**config.mk**
```make
export PLATFORM = sky130hd
export DESIGN_NAME = array_10_queue
export DESIGN_NICKNAME = d
export VERILOG_FILES = /design/src/rtl/array_10_queue.sv
export SDC_FILE = /design/constraint.sdc
export NUM_CORES = 1
export LEC_CHECK = 0
export CAP_MARGIN = 5
export CORE_AREA = 2 2 403 405
export CTS_CLUSTER_SIZE = 16
export DETAILED_ROUTE_END_ITERATION = 7
export DIE_AREA = 0 0 405 407
export PLACE_DENSITY = 0.37
export SLEW_MARGIN = 25
export SYNTH_ARGS = -nofsm -noshare
export SYNTH_HDL_FRONTEND = slang
export SYNTH_SLANG_ARGS = --single-unit
```
**constraint.sdc**
```tcl
create_clock -name clock -period 6.9 [get_ports clock]
set_input_delay 1.38 -clock clock [delete_from_list [all_inputs] [get_ports clock]]
set_output_delay 1.38 -clock clock [all_outputs]
set_load 0.01 [all_outputs]
```
**src/rtl/array_10_queue.sv**
```systemverilog
// FIFO controller around an 8x256 1R1W SRAM with a 2-entry register prefetch
// buffer so dequeue data is always registered; empty queue bypasses the SRAM.
module array_10_queue #(
  parameter int DEPTH = 8,
  parameter int AW    = 3,
  parameter int DW    = 256
) (
  input  logic          clock,
  input  logic          reset_n,
  input  logic          io_flush,
  input  logic          io_enq_valid,
  output logic          io_enq_ready,
  input  logic [DW-1:0] io_enq_bits,
  output logic          io_deq_valid,
  input  logic          io_deq_ready,
  output logic [DW-1:0] io_deq_bits,
  output logic [3:0]    io_count,
  output logic [AW-1:0] sram_R0_addr,
  output logic          sram_R0_en,
  input  logic [DW-1:0] sram_R0_data,
  output logic [AW-1:0] sram_W0_addr,
  output logic          sram_W0_en,
  output logic [DW-1:0] sram_W0_data
);

  localparam int CNTW = AW + 1;

  logic [AW-1:0]        wptr_q, wptr_d, rptr_q, rptr_d;
  logic [CNTW-1:0]      sram_cnt_q, sram_cnt_d;
  logic                 inflight_q, inflight_d;
  logic [1:0][DW-1:0]   pf_q, pf_d;
  logic [1:0]           pf_cnt_q, pf_cnt_d;

  logic                 enq_fire, deq_fire, bypass, wr, rd;
  logic [2:0]           pf_room;
  logic [1:0]           pf_base;

  assign io_count     = 4'(sram_cnt_q) + 4'(inflight_q) + 4'(pf_cnt_q);
  assign io_enq_ready = !io_flush && (io_count < 4'(DEPTH + 2));
  assign io_deq_valid = !io_flush && (pf_cnt_q != 2'd0);
  assign io_deq_bits  = pf_q[0];

  assign enq_fire = io_enq_valid && io_enq_ready;
  assign deq_fire = io_deq_valid && io_deq_ready;

  // Prefetch occupancy after this cycle's pop, counting the read already in flight.
  assign pf_room = {1'b0, pf_cnt_q} - {2'b0, deq_fire} + {2'b0, inflight_q};
  assign pf_base = pf_cnt_q - {1'b0, deq_fire};

  assign bypass = enq_fire && (sram_cnt_q == '0) && !inflight_q && (pf_room < 3'd2);
  assign wr     = enq_fire && !bypass;
  assign rd     = !io_flush && (sram_cnt_q != '0) && (pf_room < 3'd2);

  assign sram_W0_en   = wr;
  assign sram_W0_addr = wptr_q;
  assign sram_W0_data = io_enq_bits;
  assign sram_R0_en   = rd;
  assign sram_R0_addr = rptr_q;

  always_comb begin
    pf_d       = pf_q;
    pf_cnt_d   = pf_base + {1'b0, (inflight_q || bypass)};
    sram_cnt_d = sram_cnt_q + CNTW'(wr) - CNTW'(rd);
    wptr_d     = wptr_q + AW'(wr);
    rptr_d     = rptr_q + AW'(rd);
    inflight_d = rd;
    if (deq_fire) pf_d[0] = pf_q[1];
    // Returning read and bypass are exclusive: bypass needs no read in flight.
    if (inflight_q)  pf_d[pf_base[0]] = sram_R0_data;
    else if (bypass) pf_d[pf_base[0]] = io_enq_bits;
    if (io_flush) begin
      pf_d       = '0;
      pf_cnt_d   = '0;
      sram_cnt_d = '0;
      wptr_d     = '0;
      rptr_d     = '0;
      inflight_d = 1'b0;
    end
  end

  always_ff @(posedge clock or negedge reset_n) begin
    if (!reset_n) begin
      wptr_q     <= '0;
      rptr_q     <= '0;
      sram_cnt_q <= '0;
      inflight_q <= 1'b0;
      pf_q       <= '0;
      pf_cnt_q   <= '0;
    end else begin
      wptr_q     <= wptr_d;
      rptr_q     <= rptr_d;
      sram_cnt_q <= sram_cnt_d;
      inflight_q <= inflight_d;
      pf_q       <= pf_d;
      pf_cnt_q   <= pf_cnt_d;
    end
  end

endmodule

```
# --- Yosys cells after proc, flatten, opt, wreduce, memory -nomap -nowiden ---
# Index checks and enable logic that the tools add are counted.
word_totals:
  mem_bits_rw: 0
  latch_bits: 0
  input_bits: 517
  word_cells: 53
  out_inout_bits: 526
  rom_bits: 0
  register_bits: 525
  n_memories: 0
classes:
  mul: 0
  eq_ne: 0
  bitwise: 0
  n_div: 0
  shifts: 0
  reduce_logical: 19
  magnitude_cmp: 4
  muxes: 13
  addsub: 10
op_table:
  columns: ["operator", "count"]
  rows:
  - ["$mux W512", 3]
  - ["$bwmux W512", 2]
  - ["$mux W256", 2]
  - ["$demux W256 S1", 1]
  - ["$logic_and A1 B1 Y1", 11]
  - ["$add A3 B1 Y3", 3]
  - ["$add A4 B1 Y4", 2]
  - ["$mux W3", 2]
  - ["$add A4 B2 Y4", 1]
  - ["$logic_not A4 Y1", 1]
  - ["$lt A4 B4 Y1 const B", 1]
  - ["$mux W4", 1]
  - ["$reduce_bool A4 Y1", 1]
  - ["$sub A4 B1 Y4", 1]
  - ["$logic_not A1 Y1", 3]
  - ["$lt A3 B2 Y1 const B", 1]
  - ["$reduce_bool A3 Y1", 1]
  - ["$sub A2 B1 Y3", 1]
  - ["$add A2 B1 Y2", 1]
  - ["$lt A1 B2 Y1 const B", 1]
  - ["$mux W2", 1]
  - ["$reduce_bool A2 Y1", 1]
  - ["$sub A2 B1 Y2", 1]
  - ["$ge A1 B1 Y1 const B", 1]
  - ["2 further kinds", 2]

# --- Logic depth before layout (Yosys ltp) ---
logic_depth:
  ltp_word: 13
  ltp_mapped: 19
  mapped_depth_nobuf: 16

# --- Worst setup path before layout ---
# Ideal clock, no wire load.
synth_path:
  path_type: "input -> output"
  from: "input io_flush"
  to: "output sram_R0_en"
  t_required_ps: 5520
  arrival_time_ps: 4548
  path_stages: 11
  slack_ps: 972
  path_cell_list: "buf_2 a21oi_1 and2_1 buf_2 clkbuf_1 ha_1 nor2_1 clkbuf_1 fa_1 nand2b_1 nor3_1"
synth_between:
  elab_chain_len: 7
synth_rtl:
  columns: ["item", "line", "rtl"]
  rows:
  - ["start, declared", "10", "input logic io_flush,"]
  - ["$logic_not A1 Y1", "40", "assign io_deq_valid = !io_flush && (pf_cnt_q != 2'd0);"]
  - ["$logic_and A1 B1 Y1", "40", null]
  - ["net io_deq_valid", "14", "output logic io_deq_valid,"]
  - ["$logic_and A1 B1 Y1", "44", "assign deq_fire = io_deq_valid && io_deq_ready;"]
  - ["$sub A2 B1 Y3", "47", "assign pf_room = {1'b0, pf_cnt_q} - {2'b0, deq_fire} + {2'b0, inflight_q};"]
  - ["$add A3 B1 Y3", "47", null]
  - ["$lt A3 B2 Y1", "52", "assign rd = !io_flush && (sram_cnt_q != '0) && (pf_room < 3'd2);"]
  - ["$logic_and A1 B1 Y1", "52", null]
  - ["end, declared", "19", "output logic sram_R0_en,"]
# The timed path passes the listed nets, and every way through them passes these cells.

# --- Worst setup path after layout ---
layout_path:
  from: "input io_flush"
  to: "output sram_R0_en"
layout_between:
  elab_chain_len: 7
layout_rtl:
  columns: ["item", "line"]
  rows:
  - ["$logic_not A1 Y1 (*)", "40, 52"]
  - ["$logic_and A1 B1 Y1", "40"]
  - ["$logic_and A1 B1 Y1", "44"]
  - ["$sub A2 B1 Y3", "47"]
  - ["$add A3 B1 Y3", "47"]
  - ["$lt A3 B2 Y1", "52"]
  - ["$logic_and A1 B1 Y1 (*)", "52"]
# Mark *: on every way between the ends. The rest lies on a longest branch, timed or not.

==> flow_summary.toml <==
[synth]
synth.distinct_cells = 32
ys.flop_type = "dfrtp_1"
synth_top_area_share_pct = 46.08
synth_enable_flop_cells = 0
synth_nets = 3415
synth_seq_cells = 525
async_flop_share_pct = 100.0
synth_seq_area_share_pct = 46.08
netlist_instances = 2881
synth.area.top_cells = "dfrtp_1, buf_4, a22oi_1, mux2i_1, o21ai_0"
ys_warn_count = 0
avgSynthCellArea_um2 = 9.896
syn-cell-area_um2 = 28510
yosysTopAreaCell = "dfrtp_1"

[global_route]
grtUsageMet2_pct = 28.08
antenna_found_initial = 31
grt_pass1_vias = 24337
grtUsageTotal_pct = 16.49
grt_busiest_layer = "met2"
grt_use_met3_pct = 3.901
grt-ovfl-total = 0
met1_usage_pct = 20.73
grt_max_degree = 131
grt_pass1_wl_um = 196000

[clocking]
h-tree-depth = 3
post_cts_resized = 0
tritoncts = "yes"
clk-insertion-delay-late_ns = 0.69
cts_setup_buffers = 0
path_clk_slew_ns = 0.05
cts_sinks = 525
cts_hold_buf = 0
clk_path_buf_depth = 3
root_buffer = "clkbuf_16"
cts_made_buffers = 73

[final_layout]
final_cell_mix = "clkdlybuf4s50_1, dfrtp_1, a22oi_1"
final_common_cell = "clkdlybuf4s50_1"
areaGrowthSynthToFinish_pct = 40.18
final_net_count = 3849
drive_gt1_share_pct = 5.433

[setup_path]
r2r_start = "pf_cnt_q[1]"
r2r.worst_path.cells = 10
critPathMaxStageDelay_ns = 0.65
crit_path_max_fanout = 5
slowest_stage = "clkdlybuf4s50_1"
crit_path_end_kind = "output port"
path_class = "input pin to output port"
crit_start = "io_flush"
required_ns = 5.52
crit_top_cell = "clkdlybuf4s50_1"
crit_chain = "clkdlybuf4s50_1, a21oi_1, and2_4, ha_1, nor2_4, fa_1, xor2_1, nand2b_1, nor3_1, clkdlybuf4s50_1"
crit_path_start_kind = "input pin"
critPathArrivalTime_ns = 4.44

[routing]
vias = 23854
drtIter0Drc = 1441
ant_nets = 0
drc = 0
avgRoutedWirePerCell_um = 25.67
drt-total-wl_um = 142200
drt-pass1-iter-count = 7
via_per_inst = 4.307

[floorplan]
start_util_pct = 17.80
die_y_um = 407
rows = 147
core_um2 = 160200
die_w_um = 405
dieArea_um2 = 164800
ios = 1043

[power]
ir_worst_vdd_mv = 0.1519
leakage_nw = 14.51
power.density_nw_per_um2 = 299.9

[min_path]
min_from = "pf_q[469]"
min_path_type = "flip-flop to flip-flop"
hold_depth = 2

[placement]
portBuffers = 1042
gp_congestion = 0.7902
place_hpwl_um = 101200

[timing]
fin_crit_sh_pct = 84.38
fmax_mhz = 171.8
whs_ns = 0.4764
fin_skew_ns = 0.05616
setup_violations = 0
max_slew.worst_pin.slew_ns = 1.150
relSlewSlack_pct = 23.31
grt_setup_unrepaired = "false"
finalHoldViolCount = 0
period_minus_slack_ns = 5.822
slew_viol_final = 0
setup-tns-final_ns = 0

[flow_run]
max_cap_violations = 0

[outcome]
outcome = "completed"
==> cell families (layout without fill, tap and decap cells) <==
logic type	after synthesis	after routing	synth area share (%)
compound gates	1033	1033	22.75
mux	256	256	8.988
simple gates	285	285	3.976
fa+ha+maj	17	17	0.8514
other cells	0	11	0
buf+inv	756	1243	17.08
flops	525	525	46.08
xor+xnor	9	9	0.2765
==> synthesized netlist by cell type, types with 3 or more instances <==
cell	instances
mux2i_1	256
dfrtp_1	525
o21ai_0	384
nor2b_1	8
buf_1	18
nor2_1	8
nor3_1	3
xnor2_1	6
buf_2	86
buf_4	513
inv_1	15
a22oi_1	512
clkbuf_1	123
fa_1	4
o21ai_1	129
xor2_1	3
nand2_1	257
ha_1	13
==> per-layer routing <==
layer  routed length, um  vias to the layer above
li1                    -                    10781
met5                 201                        -
met3                8385                      143
met1               59690                    12130
met2               70830                      772
met4                3091                       28
==> metrics by stage <==
step / area [um^2] / total power (W) / setup WS, ns / utilization, % / cells
3_5_place_dp: 37550 / 0.008300 / 1.103 / 23.44 / 5400
6_report: 39970 / 0.01198 / 1.078 / 24.95 / 5539
4_1_cts: 39940 / 0.01225 / 1.073 / 24.93 / 5528
3_3_place_gp: 37550 / 0.008310 / 1.044 / 23.44 / 5400
2_1_floorplan: 28510 / 0.006289 / 0.9724 / - / 2881
5_1_grt: 39950 / 0.01264 / 0.9091 / 24.94 / 5533
==> sequential cells by signal, summed over array words and instances (netlist names) <==
register / cells
io_deq_bits: 256
pf_q: 256
sram_cnt_q: 4
sram_R0_addr: 3
sram_W0_addr: 3
pf_cnt_q: 2
inflight_q: 1
==> area by class of cell <==
class,instances,area (um^2)
fill,17198,120200
sequential,525,13140
timing repair buffer,1099,11090
multi-input combinational,1600,10560
tap,2160,2703
clock buffer,109,2162
clock inverter,19,230.2
inverter,16,60.06
antenna,11,27.53
==> worst max-delay path: cells and delay by family <==
| kind | cells | cell delay, ns |
|---|---|---|
| fa+ha+maj | 2 | 0.83 |
| simple gates | 4 | 0.78 |
| xor+xnor | 1 | 0.21 |
| compound gates | 1 | 0.07 |
| buf+inv | 2 | 1.17 |
==> final timing paths <==
kind	to	slack (ns)
hold / removal	pf_q[469]	0.48
setup / recovery	sram_R0_en	1.08
hold reg to reg	pf_q[469]	0.48
setup reg to reg	pf_q[358]	2.71
min in group asynchronous	io_deq_bits[174]	0.71
max in group asynchronous	pf_q[485]	4.88
==> where the power goes <==
part	leakage [nW]	internal, W	switching, W	total, W
logic	6.10	0.00190	0.00240	0.00430
registers	7.25	0.00356	0.000308	0.00387
clock network	1.17	0.00219	0.00162	0.00382
(Power assumes the default switching activity.)
